[config.mk]
export PLATFORM = sky130hd
export DESIGN_NAME = lsq_writeback_flat
export DESIGN_NICKNAME = d
export VERILOG_FILES = /design/src/rtl/lsq_writeback_if.sv /design/src/rtl/lsq_writeback.sv /design/src/flat_wrapper.sv
export SDC_FILE = /design/constraint.sdc
export NUM_CORES = 2
export LEC_CHECK = 0
export BUFFER_PORTS_ARGS = -buffer_cell sky130_fd_sc_hd__buf_2
export CORE_MARGIN = 3
export CORE_UTILIZATION = 62
export CTS_BUF_LIST = sky130_fd_sc_hd__clkbuf_4 sky130_fd_sc_hd__clkbuf_8
export CTS_CLUSTER_DIAMETER = 40
export DETAILED_ROUTE_END_ITERATION = 10
export PLACE_DENSITY = 0.82
export RECOVER_POWER = 50
export SYNTH_ARGS = -nofsm -noshare
export SYNTH_HDL_FRONTEND = slang
export SYNTH_SLANG_ARGS = --single-unit
[constraint.sdc]
create_clock -name clk -period 8.74 [get_ports clk]
set_input_delay 1.748 -clock clk [delete_from_list [all_inputs] [get_ports clk]]
set_output_delay 1.748 -clock clk [all_outputs]
set_load 0.01 [all_outputs]
[src/rtl/lsq_writeback_if.sv]
// Bundles the LSQ completion input, the data-memory port and the register-file/retire
// outputs of lsq_writeback. The design connects through slave; the environment connects through master.
interface lsq_writeback_if #(
    parameter int DATA_WIDTH = 16,
    parameter int ADDR_WIDTH = 8,
    parameter int LANES      = 8
);
    logic                                  cpl_valid;
    logic                                  cpl_is_store;
    logic [1:0]                            cpl_warp;
    logic [3:0]                            cpl_dest_reg;
    logic [LANES-1:0][ADDR_WIDTH-1:0]      cpl_addr;
    logic [LANES-1:0]                      cpl_mask;
    logic [LANES-1:0][DATA_WIDTH-1:0]      cpl_store_data;

    logic                                  mem_req;
    logic                                  mem_we;
    logic [ADDR_WIDTH-1:0]                 mem_addr;
    logic [DATA_WIDTH-1:0]                 mem_wdata;
    logic [DATA_WIDTH-1:0]                 mem_rdata;

    logic                                  rf_we;
    logic [1:0]                            rf_warp;
    logic [3:0]                            rf_reg;
    logic [LANES-1:0]                      rf_lane_mask;
    logic [LANES-1:0][DATA_WIDTH-1:0]      rf_wdata;

    logic                                  wb_done;
    logic [1:0]                            wb_warp;
    logic [3:0]                            wb_dest_reg;
    logic                                  wb_is_store;

    modport slave (
        input  cpl_valid, cpl_is_store, cpl_warp, cpl_dest_reg, cpl_addr, cpl_mask,
               cpl_store_data, mem_rdata,
        output mem_req, mem_we, mem_addr, mem_wdata,
               rf_we, rf_warp, rf_reg, rf_lane_mask, rf_wdata,
               wb_done, wb_warp, wb_dest_reg, wb_is_store
    );

    modport master (
        output cpl_valid, cpl_is_store, cpl_warp, cpl_dest_reg, cpl_addr, cpl_mask,
               cpl_store_data, mem_rdata,
        input  mem_req, mem_we, mem_addr, mem_wdata,
               rf_we, rf_warp, rf_reg, rf_lane_mask, rf_wdata,
               wb_done, wb_warp, wb_dest_reg, wb_is_store
    );
endinterface

[src/rtl/lsq_writeback.sv]
// LSQ writeback: buffers completed entries, walks their active lanes through the data memory
// and retires them to the register file. Define LSQ_WB_COALESCE_EN to reuse repeated load addresses.
module lsq_writeback #(
    parameter int DATA_WIDTH = 16,
    parameter int ADDR_WIDTH = 8,
    parameter int LANES      = 8,
    parameter int FIFO_DEPTH = 4
) (
    input  logic           clk,
    input  logic           reset,
    lsq_writeback_if.slave bus,
    output logic           overflow_err
);
    localparam int LW = (LANES > 1) ? $clog2(LANES) : 1;
    localparam int PW = $clog2(FIFO_DEPTH);
    localparam logic [PW:0] PTR_ONE = 1;

    typedef enum logic [1:0] {IDLE, ACCESS, DRAIN, WB} state_t;

    typedef struct packed {
        logic                             is_store;
        logic [1:0]                       warp;
        logic [3:0]                       dest;
        logic [LANES-1:0][ADDR_WIDTH-1:0] addr;
        logic [LANES-1:0]                 mask;
        logic [LANES-1:0][DATA_WIDTH-1:0] data;
    } entry_t;

    state_t                           state_q, state_d;
    entry_t                           fifo_mem [FIFO_DEPTH];
    entry_t                           cpl_entry;
    entry_t                           work_q;
    entry_t                           head;
    logic [PW:0]                      wr_ptr, rd_ptr;
    logic                             fifo_empty, fifo_full, push, pop;
    logic [LANES-1:0]                 pend, pend_next;
    logic [LW-1:0]                    cur_lane;
    logic [LANES-1:0][DATA_WIDTH-1:0] lane_buf;
    logic                             cap_valid;
    logic [LW-1:0]                    cap_lane;
    logic [DATA_WIDTH-1:0]            cap_data;
    logic                             coal;

    assign cpl_entry  = '{is_store: bus.cpl_is_store, warp: bus.cpl_warp, dest: bus.cpl_dest_reg,
                          addr: bus.cpl_addr, mask: bus.cpl_mask, data: bus.cpl_store_data};
    assign head       = fifo_mem[rd_ptr[PW-1:0]];
    assign fifo_empty = (wr_ptr == rd_ptr);
    assign fifo_full  = (wr_ptr[PW] != rd_ptr[PW]) && (wr_ptr[PW-1:0] == rd_ptr[PW-1:0]);
    assign push       = bus.cpl_valid && !fifo_full;

    // pend holds the lanes still to be visited; the lowest set bit is the lane served this cycle
    always_comb begin
        cur_lane = '0;
        for (int i = LANES - 1; i >= 0; i--) begin
            if (pend[i]) cur_lane = LW'(i);
        end
        pend_next = pend & ~(LANES'(1) << cur_lane);
    end

`ifdef LSQ_WB_COALESCE_EN
    logic                  have_prev;
    logic [ADDR_WIDTH-1:0] prev_addr;
    logic                  cap_coal;
    logic [DATA_WIDTH-1:0] last_data;

    assign coal     = !work_q.is_store && have_prev && (work_q.addr[cur_lane] == prev_addr);
    assign cap_data = cap_coal ? last_data : bus.mem_rdata;

    always_ff @(posedge clk or negedge reset) begin
        if (!reset) begin
            have_prev <= 1'b0;
            prev_addr <= '0;
            cap_coal  <= 1'b0;
            last_data <= '0;
        end else begin
            if (pop) have_prev <= 1'b0;
            if (state_q == ACCESS) begin
                have_prev <= 1'b1;
                prev_addr <= work_q.addr[cur_lane];
            end
            cap_coal <= (state_q == ACCESS) && coal;
            if (cap_valid) last_data <= cap_data;
        end
    end
`else
    assign coal     = 1'b0;
    assign cap_data = bus.mem_rdata;
`endif

    always_ff @(posedge clk) begin
        if (push) fifo_mem[wr_ptr[PW-1:0]] <= cpl_entry;
    end

    always_ff @(posedge clk or negedge reset) begin
        if (!reset) begin
            state_q      <= IDLE;
            wr_ptr       <= '0;
            rd_ptr       <= '0;
            overflow_err <= 1'b0;
            work_q       <= '0;
            pend         <= '0;
            lane_buf     <= '0;
            cap_valid    <= 1'b0;
            cap_lane     <= '0;
        end else begin
            state_q <= state_d;
            if (push) wr_ptr <= wr_ptr + PTR_ONE;
            // full is judged before this cycle's pop, so a simultaneous pop does not save the push
            if (bus.cpl_valid && fifo_full) overflow_err <= 1'b1;
            if (pop) begin
                rd_ptr   <= rd_ptr + PTR_ONE;
                work_q   <= head;
                pend     <= head.mask;
                lane_buf <= '0;
            end
            if (state_q == ACCESS) pend <= pend_next;
            // read data returns one cycle after issue, so captures trail the lane walk by one cycle
            cap_valid <= (state_q == ACCESS) && !work_q.is_store;
            cap_lane  <= cur_lane;
            if (cap_valid) lane_buf[cap_lane] <= cap_data;
        end
    end

    always_comb begin
        state_d          = state_q;
        pop              = 1'b0;
        bus.mem_req      = 1'b0;
        bus.mem_we       = 1'b0;
        bus.mem_addr     = '0;
        bus.mem_wdata    = '0;
        bus.rf_we        = 1'b0;
        bus.rf_warp      = '0;
        bus.rf_reg       = '0;
        bus.rf_lane_mask = '0;
        bus.rf_wdata     = '0;
        bus.wb_done      = 1'b0;
        bus.wb_warp      = '0;
        bus.wb_dest_reg  = '0;
        bus.wb_is_store  = 1'b0;
        case (state_q)
            IDLE: begin
                if (!fifo_empty) begin
                    pop     = 1'b1;
                    state_d = (head.mask != '0) ? ACCESS : WB;
                end
            end
            ACCESS: begin
                bus.mem_req   = !coal;
                bus.mem_we    = work_q.is_store;
                bus.mem_addr  = work_q.addr[cur_lane];
                bus.mem_wdata = work_q.is_store ? work_q.data[cur_lane] : '0;
                if (pend_next == '0) state_d = work_q.is_store ? WB : DRAIN;
            end
            DRAIN: begin
                state_d = WB;
            end
            WB: begin
                bus.wb_done     = 1'b1;
                bus.wb_warp     = work_q.warp;
                bus.wb_dest_reg = work_q.dest;
                bus.wb_is_store = work_q.is_store;
                if (!work_q.is_store && work_q.mask != '0) begin
                    bus.rf_we        = 1'b1;
                    bus.rf_warp      = work_q.warp;
                    bus.rf_reg       = work_q.dest;
                    bus.rf_lane_mask = work_q.mask;
                    bus.rf_wdata     = lane_buf;
                end
                state_d = IDLE;
            end
            default: state_d = IDLE;
        endcase
    end
endmodule

[src/flat_wrapper.sv]
// flat-port wrapper written by rule: the top's interface ports become plain ports
module lsq_writeback_flat 
#(
    parameter int DATA_WIDTH = 16,
    parameter int ADDR_WIDTH = 8,
    parameter int LANES      = 8,
    parameter int FIFO_DEPTH = 4
)
  (clk, reset, overflow_err, bus_cpl_valid, bus_cpl_is_store, bus_cpl_warp, bus_cpl_dest_reg, bus_cpl_addr, bus_cpl_mask, bus_cpl_store_data, bus_mem_rdata, bus_mem_req, bus_mem_we, bus_mem_addr, bus_mem_wdata, bus_rf_we, bus_rf_warp, bus_rf_reg, bus_rf_lane_mask, bus_rf_wdata, bus_wb_done, bus_wb_warp, bus_wb_dest_reg, bus_wb_is_store);
  lsq_writeback_if #(.DATA_WIDTH(DATA_WIDTH), .ADDR_WIDTH(ADDR_WIDTH), .LANES(LANES)) bus_i ();
  input  logic clk;
  input  logic reset;
  output logic overflow_err;
  input wire logic [$bits(bus_i.cpl_valid)-1:0] bus_cpl_valid;
  input wire logic [$bits(bus_i.cpl_is_store)-1:0] bus_cpl_is_store;
  input wire logic [$bits(bus_i.cpl_warp)-1:0] bus_cpl_warp;
  input wire logic [$bits(bus_i.cpl_dest_reg)-1:0] bus_cpl_dest_reg;
  input wire logic [$bits(bus_i.cpl_addr)-1:0] bus_cpl_addr;
  input wire logic [$bits(bus_i.cpl_mask)-1:0] bus_cpl_mask;
  input wire logic [$bits(bus_i.cpl_store_data)-1:0] bus_cpl_store_data;
  input wire logic [$bits(bus_i.mem_rdata)-1:0] bus_mem_rdata;
  output wire logic [$bits(bus_i.mem_req)-1:0] bus_mem_req;
  output wire logic [$bits(bus_i.mem_we)-1:0] bus_mem_we;
  output wire logic [$bits(bus_i.mem_addr)-1:0] bus_mem_addr;
  output wire logic [$bits(bus_i.mem_wdata)-1:0] bus_mem_wdata;
  output wire logic [$bits(bus_i.rf_we)-1:0] bus_rf_we;
  output wire logic [$bits(bus_i.rf_warp)-1:0] bus_rf_warp;
  output wire logic [$bits(bus_i.rf_reg)-1:0] bus_rf_reg;
  output wire logic [$bits(bus_i.rf_lane_mask)-1:0] bus_rf_lane_mask;
  output wire logic [$bits(bus_i.rf_wdata)-1:0] bus_rf_wdata;
  output wire logic [$bits(bus_i.wb_done)-1:0] bus_wb_done;
  output wire logic [$bits(bus_i.wb_warp)-1:0] bus_wb_warp;
  output wire logic [$bits(bus_i.wb_dest_reg)-1:0] bus_wb_dest_reg;
  output wire logic [$bits(bus_i.wb_is_store)-1:0] bus_wb_is_store;
  assign bus_i.cpl_valid = bus_cpl_valid;
  assign bus_i.cpl_is_store = bus_cpl_is_store;
  assign bus_i.cpl_warp = bus_cpl_warp;
  assign bus_i.cpl_dest_reg = bus_cpl_dest_reg;
  assign bus_i.cpl_addr = bus_cpl_addr;
  assign bus_i.cpl_mask = bus_cpl_mask;
  assign bus_i.cpl_store_data = bus_cpl_store_data;
  assign bus_i.mem_rdata = bus_mem_rdata;
  assign bus_mem_req = bus_i.mem_req;
  assign bus_mem_we = bus_i.mem_we;
  assign bus_mem_addr = bus_i.mem_addr;
  assign bus_mem_wdata = bus_i.mem_wdata;
  assign bus_rf_we = bus_i.rf_we;
  assign bus_rf_warp = bus_i.rf_warp;
  assign bus_rf_reg = bus_i.rf_reg;
  assign bus_rf_lane_mask = bus_i.rf_lane_mask;
  assign bus_rf_wdata = bus_i.rf_wdata;
  assign bus_wb_done = bus_i.wb_done;
  assign bus_wb_warp = bus_i.wb_warp;
  assign bus_wb_dest_reg = bus_i.wb_dest_reg;
  assign bus_wb_is_store = bus_i.wb_is_store;
  lsq_writeback #(.DATA_WIDTH(DATA_WIDTH), .ADDR_WIDTH(ADDR_WIDTH), .LANES(LANES), .FIFO_DEPTH(FIFO_DEPTH)) u_core (.clk(clk), .reset(reset), .bus(bus_i), .overflow_err(overflow_err));
endmodule
==> results.txt <==
Final Routed Wirelength - 113000 µm
Crit path capture type - flip-flop
FMAX - 149 MHz
Clock transition at path regs - 0.05 ns
Max Buffers Root-to-Sink - 3
Average wire per standard cell - 24.0 µm
RSZ-0062 raised after global routing - false
H-tree levels - 4
Final instance area - 53000 µm²
Worst VDD drop - 0.577 mV
Post-synthesis sequential area ratio - 72.3%
Initial core utilization - 63.2%
Worst stage delay on the critical path - 2.60 ns
Hold buffer count at CTS - 0
WHS Path Cells - 1
Failing checks - capacitance limit, slew limit
Setup Crit Path Kind - reg -> reg
Critical path launch point type - flip-flop
Fin Setup TNS - 0 ns
CTS tree - yes
Area after DPL - 49500 µm²
Post-synthesis area per instance - 14.7 µm²
Met3 routed WL - 10300 µm
Die ar. - 78600 µm²
# fillers - 4629
GRT overflow - 0
GP Congestion - 0.891
Post-CTS setup buffer count - 0
#FFs+latches synth - 1184
Max-slew violation count - 499
GRT Util Overall - 29.1%
DRC - 0
Detailed-route via count - 28.2k
I/O Buffers - 403
Yosys warns - 0
Final Cycle Share - 77.0%
Finished Core Util - 71.7%
Total power - 19400 µW
Worst Hold Class - reg -> reg
Final setup fails - 0
First-pass GRT wire length - 170000 µm
Iter 0 DRT Violations - 3146
WL met1 - 40800 µm
Post-Syn Nets - 3410
Clock sink total - 1184
Lkg Pwr - 0.0204 µW
Data required, critical path - 9.18 ns
Synth Instances - 3176
Cts bufs inserted - 184
Die height - 280 µm
Met2 wire len - 56300 µm
Final Hold Vio Count - 0
Crit path cell chain - xnor2_1 > nand2_1 > nor2_1 > nor2b_1 > and2_0 > buf_4
# IOs - 404
Commonest cells after routing, fill and taps aside - 943 x nand2_1, 828 x edfxtp_1, 355 x dfrtp_1, 211 x clkbuf_1, 207 x mux4_2
Max-Cap Viols - 10
Layout cells sized above 1 - 20.3%
Post-DRT Antenna Nets - 0
Library cells used by synthesis - 49
Antenna violations before repair - 29
CTS Root Cell - clkbuf_8
Mapped cell area - 46700 µm²
Pin count of the biggest net entering global routing - 255
Clock period minus worst slack - 6.73 ns
HPWL after DPL - 70600 µm
Highest metal used - met5
Die X-Extent - 280 µm
Vias in the first global route - 28.0k
Cell row count - 99
Number of synthesized flops with an enable pin - 828
Status - finished with violations
Initial DRT Pass Iterations - 7
Arr. time, crit path - 7.18 ns
# nets final - 3818
Clk_lat worst skew - 0.83 ns
Slew HR - -166%
Slew @ Worst Pin - 3.99 ns
CP max stage cell - and2_0
Max FO, Critical Path - 60
Post-synthesis async set-or-reset flop share - 30.1%
Vias/cell - 5.97
Post-CTS sizing - 0
Power Dens Cells - 367 nW/µm²
Commonest non-fill, non-tap cell in the layout - nand2_1
Clk_skew - 0.0377 ns
Synth Flop Type - edfxtp_1
Core ar. - 73800 µm²
R2R depth - 6
P&R area growth vs syn - 13.5%
[power breakdown]
group          internal (µW)  total, µW  switching (µW)
logic                   2210       6150            3950
registers               7720       8620             907
clock network           2530       4640            2110
[layer usage]
layer	global-route usage (%)	vias up
met5	0	-
met4	15.0	14
met3	7.58	295
met2	46.6	1510
met1	37.2	14000
li1	-	12400
[flip-flops by register name, summed over array words and instances, names as in the netlist]
| register | flops |
|---|---|
| u_core.overflow_err | 1 |
| u_core.cap_valid | 1 |
| u_core.wr_ptr | 3 |
| u_core.work_q | 207 |
| u_core.fifo_mem | 828 |
| u_core.cap_lane | 3 |
| u_core.lane_buf | 128 |
| u_core.pend | 8 |
| u_core.state_q | 2 |
| u_core.rd_ptr | 3 |
[cell families (layout without fill, tap and decap cells)]
group | Yosys count | count (layout) | share of synthesized area, %
other cells | 0 | 22 | 0
fa+ha+maj | 8 | 8 | 0.214
xor+xnor | 7 | 7 | 0.131
buf+inv | 221 | 780 | 1.92
mux | 229 | 229 | 10.5
simple gates | 1280 | 1280 | 11.6
flops | 1184 | 1184 | 72.3
compound gates | 247 | 247 | 3.33
[cell usage after synthesis, types with 2 or more instances]
cell type  instances  area (µm²)
o21a_1             2        15.0
a31o_1             6        52.6
and2_1           153         957
nand2b_1           7        43.8
buf_2             42         210
o211ai_1           2        15.0
nor2b_1            3        18.8
nand2_1          943        3540
o21ai_0          137         686
o22ai_1           18         113
nand3_1           29         145
o221ai_1           6        52.6
or4_1              2        15.0
ha_1               8         100
nor2_1            44         165
a31o_2             2        17.5
a32o_1             4        40.0
buf_1             13        48.8
nor4_1            18         113
a2111oi_0         11        96.3
edfxtp_1         828       24900
buf_4              2        15.0
clkbuf_1         153         574
mux2i_1           22         220
mux4_2           207        4660
xor2_1             2        17.5
a221oi_1          14         123
a22o_1            14         123
dfrtp_1          356        8910
o311ai_0           2        17.5
xnor2_1            5        43.8
nor3_1            78         390
a21boi_0           4        30.0
a21oi_1           16        80.1
inv_1              9        33.8
[critical path: cells and delay by family (launching register included)]
family | cells | cell delay (ns)
DFF | 1 | 1.70
xor gates and xnor gates | 1 | 0.30
and+or+nand+nor | 4 | 3.22
buffers and inverters | 1 | 1.00
[cell type report]
cell class                 instances  area [µm²]  share of cell area (%)
timing repair buffer             433        2080                    3.92
antenna                           22        55.1                   0.104
clock inverter                    58         453                   0.855
tap                              959        1200                    2.27
multi-input combinational       1771       12100                    22.8
sequential                      1184       33800                    63.8
clock buffer                     279        3310                    6.26
inverter                          10        37.5                  0.0709
[through the flow]
stage	cells	hold WS [ns]	worst slack, ns
floorplan	3176	0.445	1.31
global placement	4357	0.444	3.53
detailed placement	4357	0.455	3.40
CTS	4694	0.465	2.52
global route	4709	0.490	1.38
finish	4716	0.457	2.01
[path summary, 6_finish.rpt]
kind,slack (ns),startpoint,endpoint
setup / recovery,2.01,u_core.rd_ptr[1],u_core.fifo_mem[0][144]
hold / removal,0.46,u_core.overflow_err,u_core.overflow_err
setup reg to reg,2.01,u_core.rd_ptr[1],u_core.fifo_mem[0][144]
hold reg to reg,0.46,u_core.overflow_err,u_core.overflow_err
max in group asynchronous,3.28,reset,u_core.rd_ptr[0]
min in group asynchronous,1.03,reset,u_core.lane_buf[53]
(Power assumes the default switching activity.)
